**config.mk**
```make
export PLATFORM = sky130hd
export DESIGN_NAME = cla_seq_ctrl
export DESIGN_NICKNAME = d
export VERILOG_FILES = /design/src/rtl/cla_seq_ctrl.sv
export SDC_FILE = /design/constraint.sdc
export NUM_CORES = 1
export LEC_CHECK = 0
export ABC_AREA = 1
export CORE_AREA = 2 2 120 122
export CTS_CLUSTER_DIAMETER = 60
export DETAILED_ROUTE_END_ITERATION = 8
export DIE_AREA = 0 0 122 124
export PLACE_DENSITY = 0.69
export SLEW_MARGIN = 25
export SYNTH_ARGS = -nofsm -noshare
export SYNTH_HDL_FRONTEND = slang
export SYNTH_SLANG_ARGS = --single-unit
export TNS_END_PERCENT = 1
```
**constraint.sdc**
```tcl
create_clock -name i_clk -period 2.8 [get_ports i_clk]
set_clock_uncertainty 0.2 [all_clocks]
set_input_delay 0.84 -clock i_clk [delete_from_list [all_inputs] [get_ports i_clk]]
set_output_delay 0.84 -clock i_clk [all_outputs]
set_load 0.1 [all_outputs]
```
**src/rtl/cla_seq_ctrl.sv**
```systemverilog
// cla_seq_ctrl: byte-serial multi-precision add/subtract sequencer.
// Drives one external 8-bit carry-lookahead adder a byte at a time and
// chains the carry through a register to build NBYTES-wide results.
// Optional feature macro: CLA_SEQ_SUB_EN (enables op_sub / subtract).
module cla_seq_ctrl #(
    parameter int NBYTES = 4
) (
    input  logic                  i_clk,
    input  logic                  i_rst_n,
    input  logic                  i_in_valid,
    output logic                  o_in_ready,
    input  logic [8*NBYTES-1:0]   i_op_a,
    input  logic [8*NBYTES-1:0]   i_op_b,
    input  logic                  i_op_sub,
    output logic [7:0]            o_add_a,
    output logic [7:0]            o_add_b,
    output logic                  o_add_cin,
    input  logic [7:0]            i_add_sum,
    input  logic                  i_add_cout,
    output logic                  o_out_valid,
    input  logic                  i_out_ready,
    output logic [8*NBYTES-1:0]   o_result,
    output logic                  o_carry_out,
    output logic                  o_overflow,
    output logic                  o_zero
);

    localparam int IW = (NBYTES > 1) ? $clog2(NBYTES) : 1;

    typedef enum logic [1:0] {S_IDLE, S_RUN, S_DONE} state_t;

    state_t                     r_state, w_next;
    logic [NBYTES-1:0][7:0]     r_a, r_b, r_res, w_res_nxt;
    logic [IW-1:0]              r_idx;
    logic                       r_carry, r_cout, r_ovf, r_zero;
    logic                       w_last;
    logic [8*NBYTES-1:0]        w_b_in;
    logic                       w_cin0;

`ifdef CLA_SEQ_SUB_EN
    // Subtract is A + ~B + 1; the inversion happens once at capture time.
    assign w_b_in = i_op_sub ? ~i_op_b : i_op_b;
    assign w_cin0 = i_op_sub;
`else
    logic w_unused_sub;
    assign w_unused_sub = i_op_sub;
    assign w_b_in       = i_op_b;
    assign w_cin0       = 1'b0;
`endif

    assign w_last      = (r_idx == IW'(NBYTES - 1));
    assign o_result    = r_res;
    assign o_carry_out = r_cout;
    assign o_overflow  = r_ovf;
    assign o_zero      = r_zero;

    // Result image after this cycle's byte lands; feeds the zero flag too.
    always_comb begin
        w_res_nxt        = r_res;
        w_res_nxt[r_idx] = i_add_sum;
    end

    // State register.
    always_ff @(posedge i_clk or negedge i_rst_n) begin
        if (!i_rst_n) r_state <= S_IDLE;
        else          r_state <= w_next;
    end

    // Next-state and handshake/adder-port outputs; adder ports idle at 0.
    always_comb begin
        w_next      = r_state;
        o_in_ready  = 1'b0;
        o_out_valid = 1'b0;
        o_add_a     = 8'h00;
        o_add_b     = 8'h00;
        o_add_cin   = 1'b0;
        case (r_state)
            S_IDLE: begin
                o_in_ready = 1'b1;
                if (i_in_valid) w_next = S_RUN;
            end
            S_RUN: begin
                o_add_a   = r_a[r_idx];
                o_add_b   = r_b[r_idx];
                o_add_cin = r_carry;
                if (w_last) w_next = S_DONE;
            end
            S_DONE: begin
                o_out_valid = 1'b1;
                if (i_out_ready) w_next = S_IDLE;
            end
            default: w_next = S_IDLE;
        endcase
    end

    // Operand capture, byte accumulation, carry chaining and final flags.
    always_ff @(posedge i_clk or negedge i_rst_n) begin
        if (!i_rst_n) begin
            r_a     <= '0;
            r_b     <= '0;
            r_res   <= '0;
            r_idx   <= '0;
            r_carry <= 1'b0;
            r_cout  <= 1'b0;
            r_ovf   <= 1'b0;
            r_zero  <= 1'b0;
        end else begin
            case (r_state)
                S_IDLE: begin
                    if (i_in_valid) begin
                        r_a     <= i_op_a;
                        r_b     <= w_b_in;
                        r_carry <= w_cin0;
                        r_idx   <= '0;
                    end
                end
                S_RUN: begin
                    r_res   <= w_res_nxt;
                    r_carry <= i_add_cout;
                    if (w_last) begin
                        r_cout <= i_add_cout;
                        r_ovf  <= (r_a[NBYTES-1][7] == r_b[NBYTES-1][7]) &&
                                  (i_add_sum[7] != r_a[NBYTES-1][7]);
                        r_zero <= (w_res_nxt == '0);
                    end else begin
                        r_idx <= r_idx + IW'(1);
                    end
                end
                default: ;
            endcase
        end
    end

endmodule

```
==> impl_metrics.ini <==
[critical_path]
slowest_delay_ns = 0.44
crit_required_ns = 1.76
cp-end-kind = primary output
path_common_cell = buf_12
timing.rr.end = o_zero
arrival_ns = 1.75
slowest_stage = dfrtp_2
critPathKind = flip-flop to primary output
r2r_start = r_idx[1]
path_buf_inv = 4
start_kind = flip-flop
crit_path_cell_trace = buf_12 > inv_8 > clkbuf_16 > o21ai_0 > a21oi_2 > buf_12
r2r_cells = 12
rrSetupSlack_ns = 0.62
path_max_fanout = 8
cp_top_family = buffers and inverters

[clock_network]
tritoncts = built
cts-htree-levels = 3
clock_sinks = 104
path_clk_slew_ns = 0.07
clk_latency_ns = 0.35
cts_made_buffers = 9
clockRootBuffer = clkbuf_16
clockBufferDepth = 2
ctsHoldBuffers = 0

[job]
cap_violations = 0

[logic_synthesis]
async_reset_ff_share_pct = 100.0
synth_area_leader_cell = dfrtp_1
ys_top_cells_by_area = dfrtp_1 (52%), mux2_2 (13%), nand2_1 (10%)
synth_commonest_cells = nand2_1 (134), dfrtp_1 (104), nor2_1 (76), o21ai_0 (71), mux2_2 (59)
synth_ff_type = dfrtp_1
yosysUniqueCellTypes = 22
synth_area_mm2 = 0.005031
synth_seq_area_share_pct = 51.73
yosysTopAreaCellShare_pct = 51.73
synthCells = 560
synth.most_common_cell = nand2_1
synth_warnings = 0
synth_edf_count = 0
syn_nets = 643
synth.avg_cell_area_um2 = 8.984
ys_ff_latch = 104

[global_routing]
grt_max_degree = 105
overflow = 0
antenna_found_initial = 0
track_usage_pct = 18.15
grt_pass1_wl_um = 21000
grt_pass1_vias = 4320

[sta]
period_share_pct = 99.81
rsz0062_at_grt = yes
relSlewSlack_pct = 60.93
setup_viol = 0
fmax_ghz = 0.3578
hold_viol = 0
worstMarginPinSlew_ns = 0.5861
slew_viol_final = 0
period_minus_slack_ns = 2.795

[hold_path]
min_from = o_carry_out
whs_endpoint = o_carry_out
whs_path_depth = 2
hp-class = flip-flop to flip-flop

[route]
ant_nets = 0
vias_per_cell = 4.863
first_pass_iters = 4
wirelength_um = 13630
vias = 4270
drc_errors = 0
wl_per_cell_um = 15.52
first_iter_violations = 310

[placed_design]
dp_hpwl_um = 9310
gp_congestion = 0.8579
dpl.cell_count = 852
portBuffers = 130
placed_cell_area_mm2 = 0.006708

[floorplan]
die-area_mm2 = 0.01513
die_h_um = 124
die_width_um = 122
core_area_mm2 = 0.01372
rows = 43
start_util_pct = 36.67
io_pins = 132

[cells_and_area]
finalNetCount = 777
final_layout_size_suffix_gt1_share_pct = 25.64
synthToLayoutAreaGrowth_pct = 43.10
final_area_mm2 = 0.007199
fin_cells = 878
antenna_cells = 0

[outcome]
status = complete, no violations
## metrics by stage
stage                 TNS, ns  utilization [%]  hold slack (ns)  setup slack (ns)
floorplan              -3.130                -           0.2738           -0.2310
global placement            0            48.89           0.2734            0.2735
detailed placement          0            48.89           0.2885            0.2612
CTS                 -0.004476            51.45           0.3035         -0.004476
global route          -0.2311            52.48           0.3196          -0.03160
finish                      0            52.48           0.2989          0.005352
## logic make-up after synthesis
kind of cell	after synthesis	synth area share, %
compound gates	96	9.823
fa+ha+maj	5	1.243
buf+inv	75	6.242
flops	104	51.73
mux	62	14.10
simple gates	218	16.86
## how the worst max path moves through the flow
stage	startpoint	endpoint	slack (ns)	cells past startpoint
after CTS	r_idx[0]	o_add_b[0]	-0.004	5
after detailed placement	r_idx[0]	o_add_a[4]	0.26	6
final	r_idx[0]	o_add_a[6]	0.005	6
after global placement	r_idx[0]	o_add_a[4]	0.27	6
after global routing	r_idx[0]	o_add_b[5]	-0.03	7
after floorplan	r_idx[0]	o_add_b[1]	-0.23	5
## sequential cells by signal (all words and copies together), names as in the netlist, 2 cells and up
register and cells:
r_state 2, r_idx 2, r_b 32, o_result 32
r_a 32
## routing by layer
layer	track usage, %	part of all wire, %	up-vias
met3	5.037	8.1	12
met5	0	0	-
li1	-	-	2062
met1	22.12	42	2058
met4	7.543	1.3	0
met2	30.38	49	138
## layout make-up
cell class                      instances  area, µm²
Fill cell                            1234       6520
Sequential cell                       104       2604
Multi-Input combinational cell        381       2181
Timing Repair Buffer                  151       1728
Clock buffer                           12      256.5
Tap cell                              180      225.2
Inverter                               47      187.7
Clock inverter                          3      17.52
## tightest hold or removal path: stages (launching register included)
cell     delay [ns]
dfrtp_1        0.36
nand2_1        0.05
o21ai_0        0.05
## cells in the final DEF, fill, tap and decap left out, types with 4 or more instances in the layout
master / netlist / final
buf_4: 0 / 43
mux2_2: 59 / 59
inv_1: 46 / 44
ha_1: 5 / 5
buf_12: 0 / 26
a21oi_1: 20 / 4
clkdlybuf4s50_1: 0 / 75
nor2_1: 76 / 75
clkbuf_16: 0 / 13
o21ai_0: 71 / 58
a21oi_2: 0 / 16
dfrtp_1: 104 / 103
o21ai_1: 0 / 12
nand2_1: 134 / 134
## what timing repair did
| item | 4_1_cts | 5_1_grt |
|---|---|---|
| pin swaps | 3 | 7 |
| setup buffers | 2 | 3 |
| setup endpoints to repair | 14 | 16 |
| gates resized for setup | 7 | 19 |
| cloned | 1 | 5 |
Power is left out: the tool's default activity adds up to more than one toggle a clock period on the data nets, which glitch-free logic cannot reach.
==> RTL edit, RTL diff (same settings) <==
Build with the macro `CLA_SEQ_SUB_EN` defined.
--- a/src/rtl/cla_seq_ctrl.sv
+++ b/src/rtl/cla_seq_ctrl.sv
@@ -4,2 +4,4 @@
 // Optional feature macro: CLA_SEQ_SUB_EN (enables op_sub / subtract).
+`define CLA_SEQ_SUB_EN
+
 module cla_seq_ctrl #(
Function: changed (Yosys sat finds a counterexample within 4 cycles, from zero or initial values and one cycle with i_rst_n low).
==> RTL edit against the unedited design <==
  * Sequential share of layout area shrank 0.60 points
  * Count of clock-buffer cells in the layout grew 2
  * Area after synthesis is 6.1% higher
  * Utilization increased by 0.88 points
  * Global-route usage is 0.48 points higher
  * First-iteration DRC count rose by 9.7%
  * Cell area increased by 1.7%
  * Worst setup slack better by 55 ps
  * Wire length down 1.6%
  * Worst hold slack got worse by 51 ps
  * Sequential cell count is the same
Power is left out: the tool's default activity adds up to more than one toggle a clock period on the data nets, which glitch-free logic cannot reach.
==> RTL edit: results (changes against the unedited design) <==
| Metric | Value |
|---|---|
| Rel. slew slack | 65.6% (+4.7 points) |
| Worst Path Arrival | 1700 ps (-50 ps) |
| Outcome | finished, final reports clean |
| Reg-to-Reg Start | r_state[0] |
| Compound-Gate Fraction of Synth Area | 13.8% (+4.0 points) |
| Share of cells above drive strength 1 | 14.0% (-12 points) |
| Largest net degree at the start of global routing | 73 (-30%) |
| Reg2reg path depth | 5 (-7) |
| Final HPWL DP | 9830 um (+5.6%) |
| Reg-to-reg setup timing slack | 750 ps (+130 ps) |
| # fillers | 1,314 (+6.5%) |
| Vias | 4,628 (+8.4%) |
| DR WL/cell | 13.4 um (-14%) |
| 1st-pass router iterations | 5 (+1) |
| Post-synth top cells | 260 x nand2_1, 104 x dfrtp_1, 98 x o21ai_0, 57 x inv_1, 45 x nor2_1 |
| Sequential fraction of the synthesis area | 48.8% (-3.0 points) |
| Final worst path period need | 2740 ps (-54.9 ps) |
| Worst reg2reg endpoint | r_state[1] |
| Tot GR Track Use | 18.6% (+0.48 points) |
| Vias in the first global route | 4,359 (+0.90%) |
| Gpl congestion | 0.822 (-4.2%) |
| Post-CTS setup buffer count | 0 (-2) |
| Syn avg cell area | 7.63 um2 (-15%) |
| Crit Path Max Fanout | 19 (+11) |
| DRT iter0 DRCs | 340 (+9.7%) |
| Unique masters post-synth | 25 (+14%) |
| Post-Synth Adder-Cell Area | 1.17% (-0.071 points) |
| Top delay family on crit path | compound AO/OA/AOI/OAI gates |
| Synth Area in XOR/XNOR | 5.25% (+5.3 points) |
| Synth top area cells | dfrtp_1 49%, nand2_1 18%, o21ai_0 9.2% |
| Fin nets | 900 (+16%) |
| Critical path's largest stage delay | 470 ps (+30 ps) |
| Placed Area | 6950 um2 (+3.6%) |
| Post-CTS sizing | 2 (-5) |
| Setup crit end | o_add_b[5] |
## RTL edit: cell types whose count changed in the layout (fill, tap and decap cells not counted), sizes merged, moves of 13 or more
cell / delta
mux2: -62
o21ai: +34
inv: +19
xnor2: +32
a21oi: +13
nor2: -32
nand2: +126
## RTL edit: per-layer routing
layer	track usage, %	up-vias	part of all wire [%]
met2	28.9	136	45
met4	5.75	0	1.2
met3	3.43	11	5.3
met1	26.5	2074	48
li1	-	2407	-
met5	0	-	0
## RTL edit: cell type report
type                    instances  area share, %
inverters                      65           3.47
multi-input cells             492           32.1
flip-flops and latches        104           35.6
repair buffers                145           21.3
clock inverters                 2          0.820
well taps                     180           3.08
clock buffers                  14           3.74
## RTL edit: kinds of logic (layout without fill, tap and decap cells)
group | count (synthesis) | in the layout
buffers and inverters | 103 | 226
adder cells (fa/ha/maj) | 5 | 5
AND/OR/NAND/NOR | 311 | 311
flip-flops | 104 | 104
AO/OA/AOI/OAI | 144 | 144
XOR/XNOR | 32 | 32
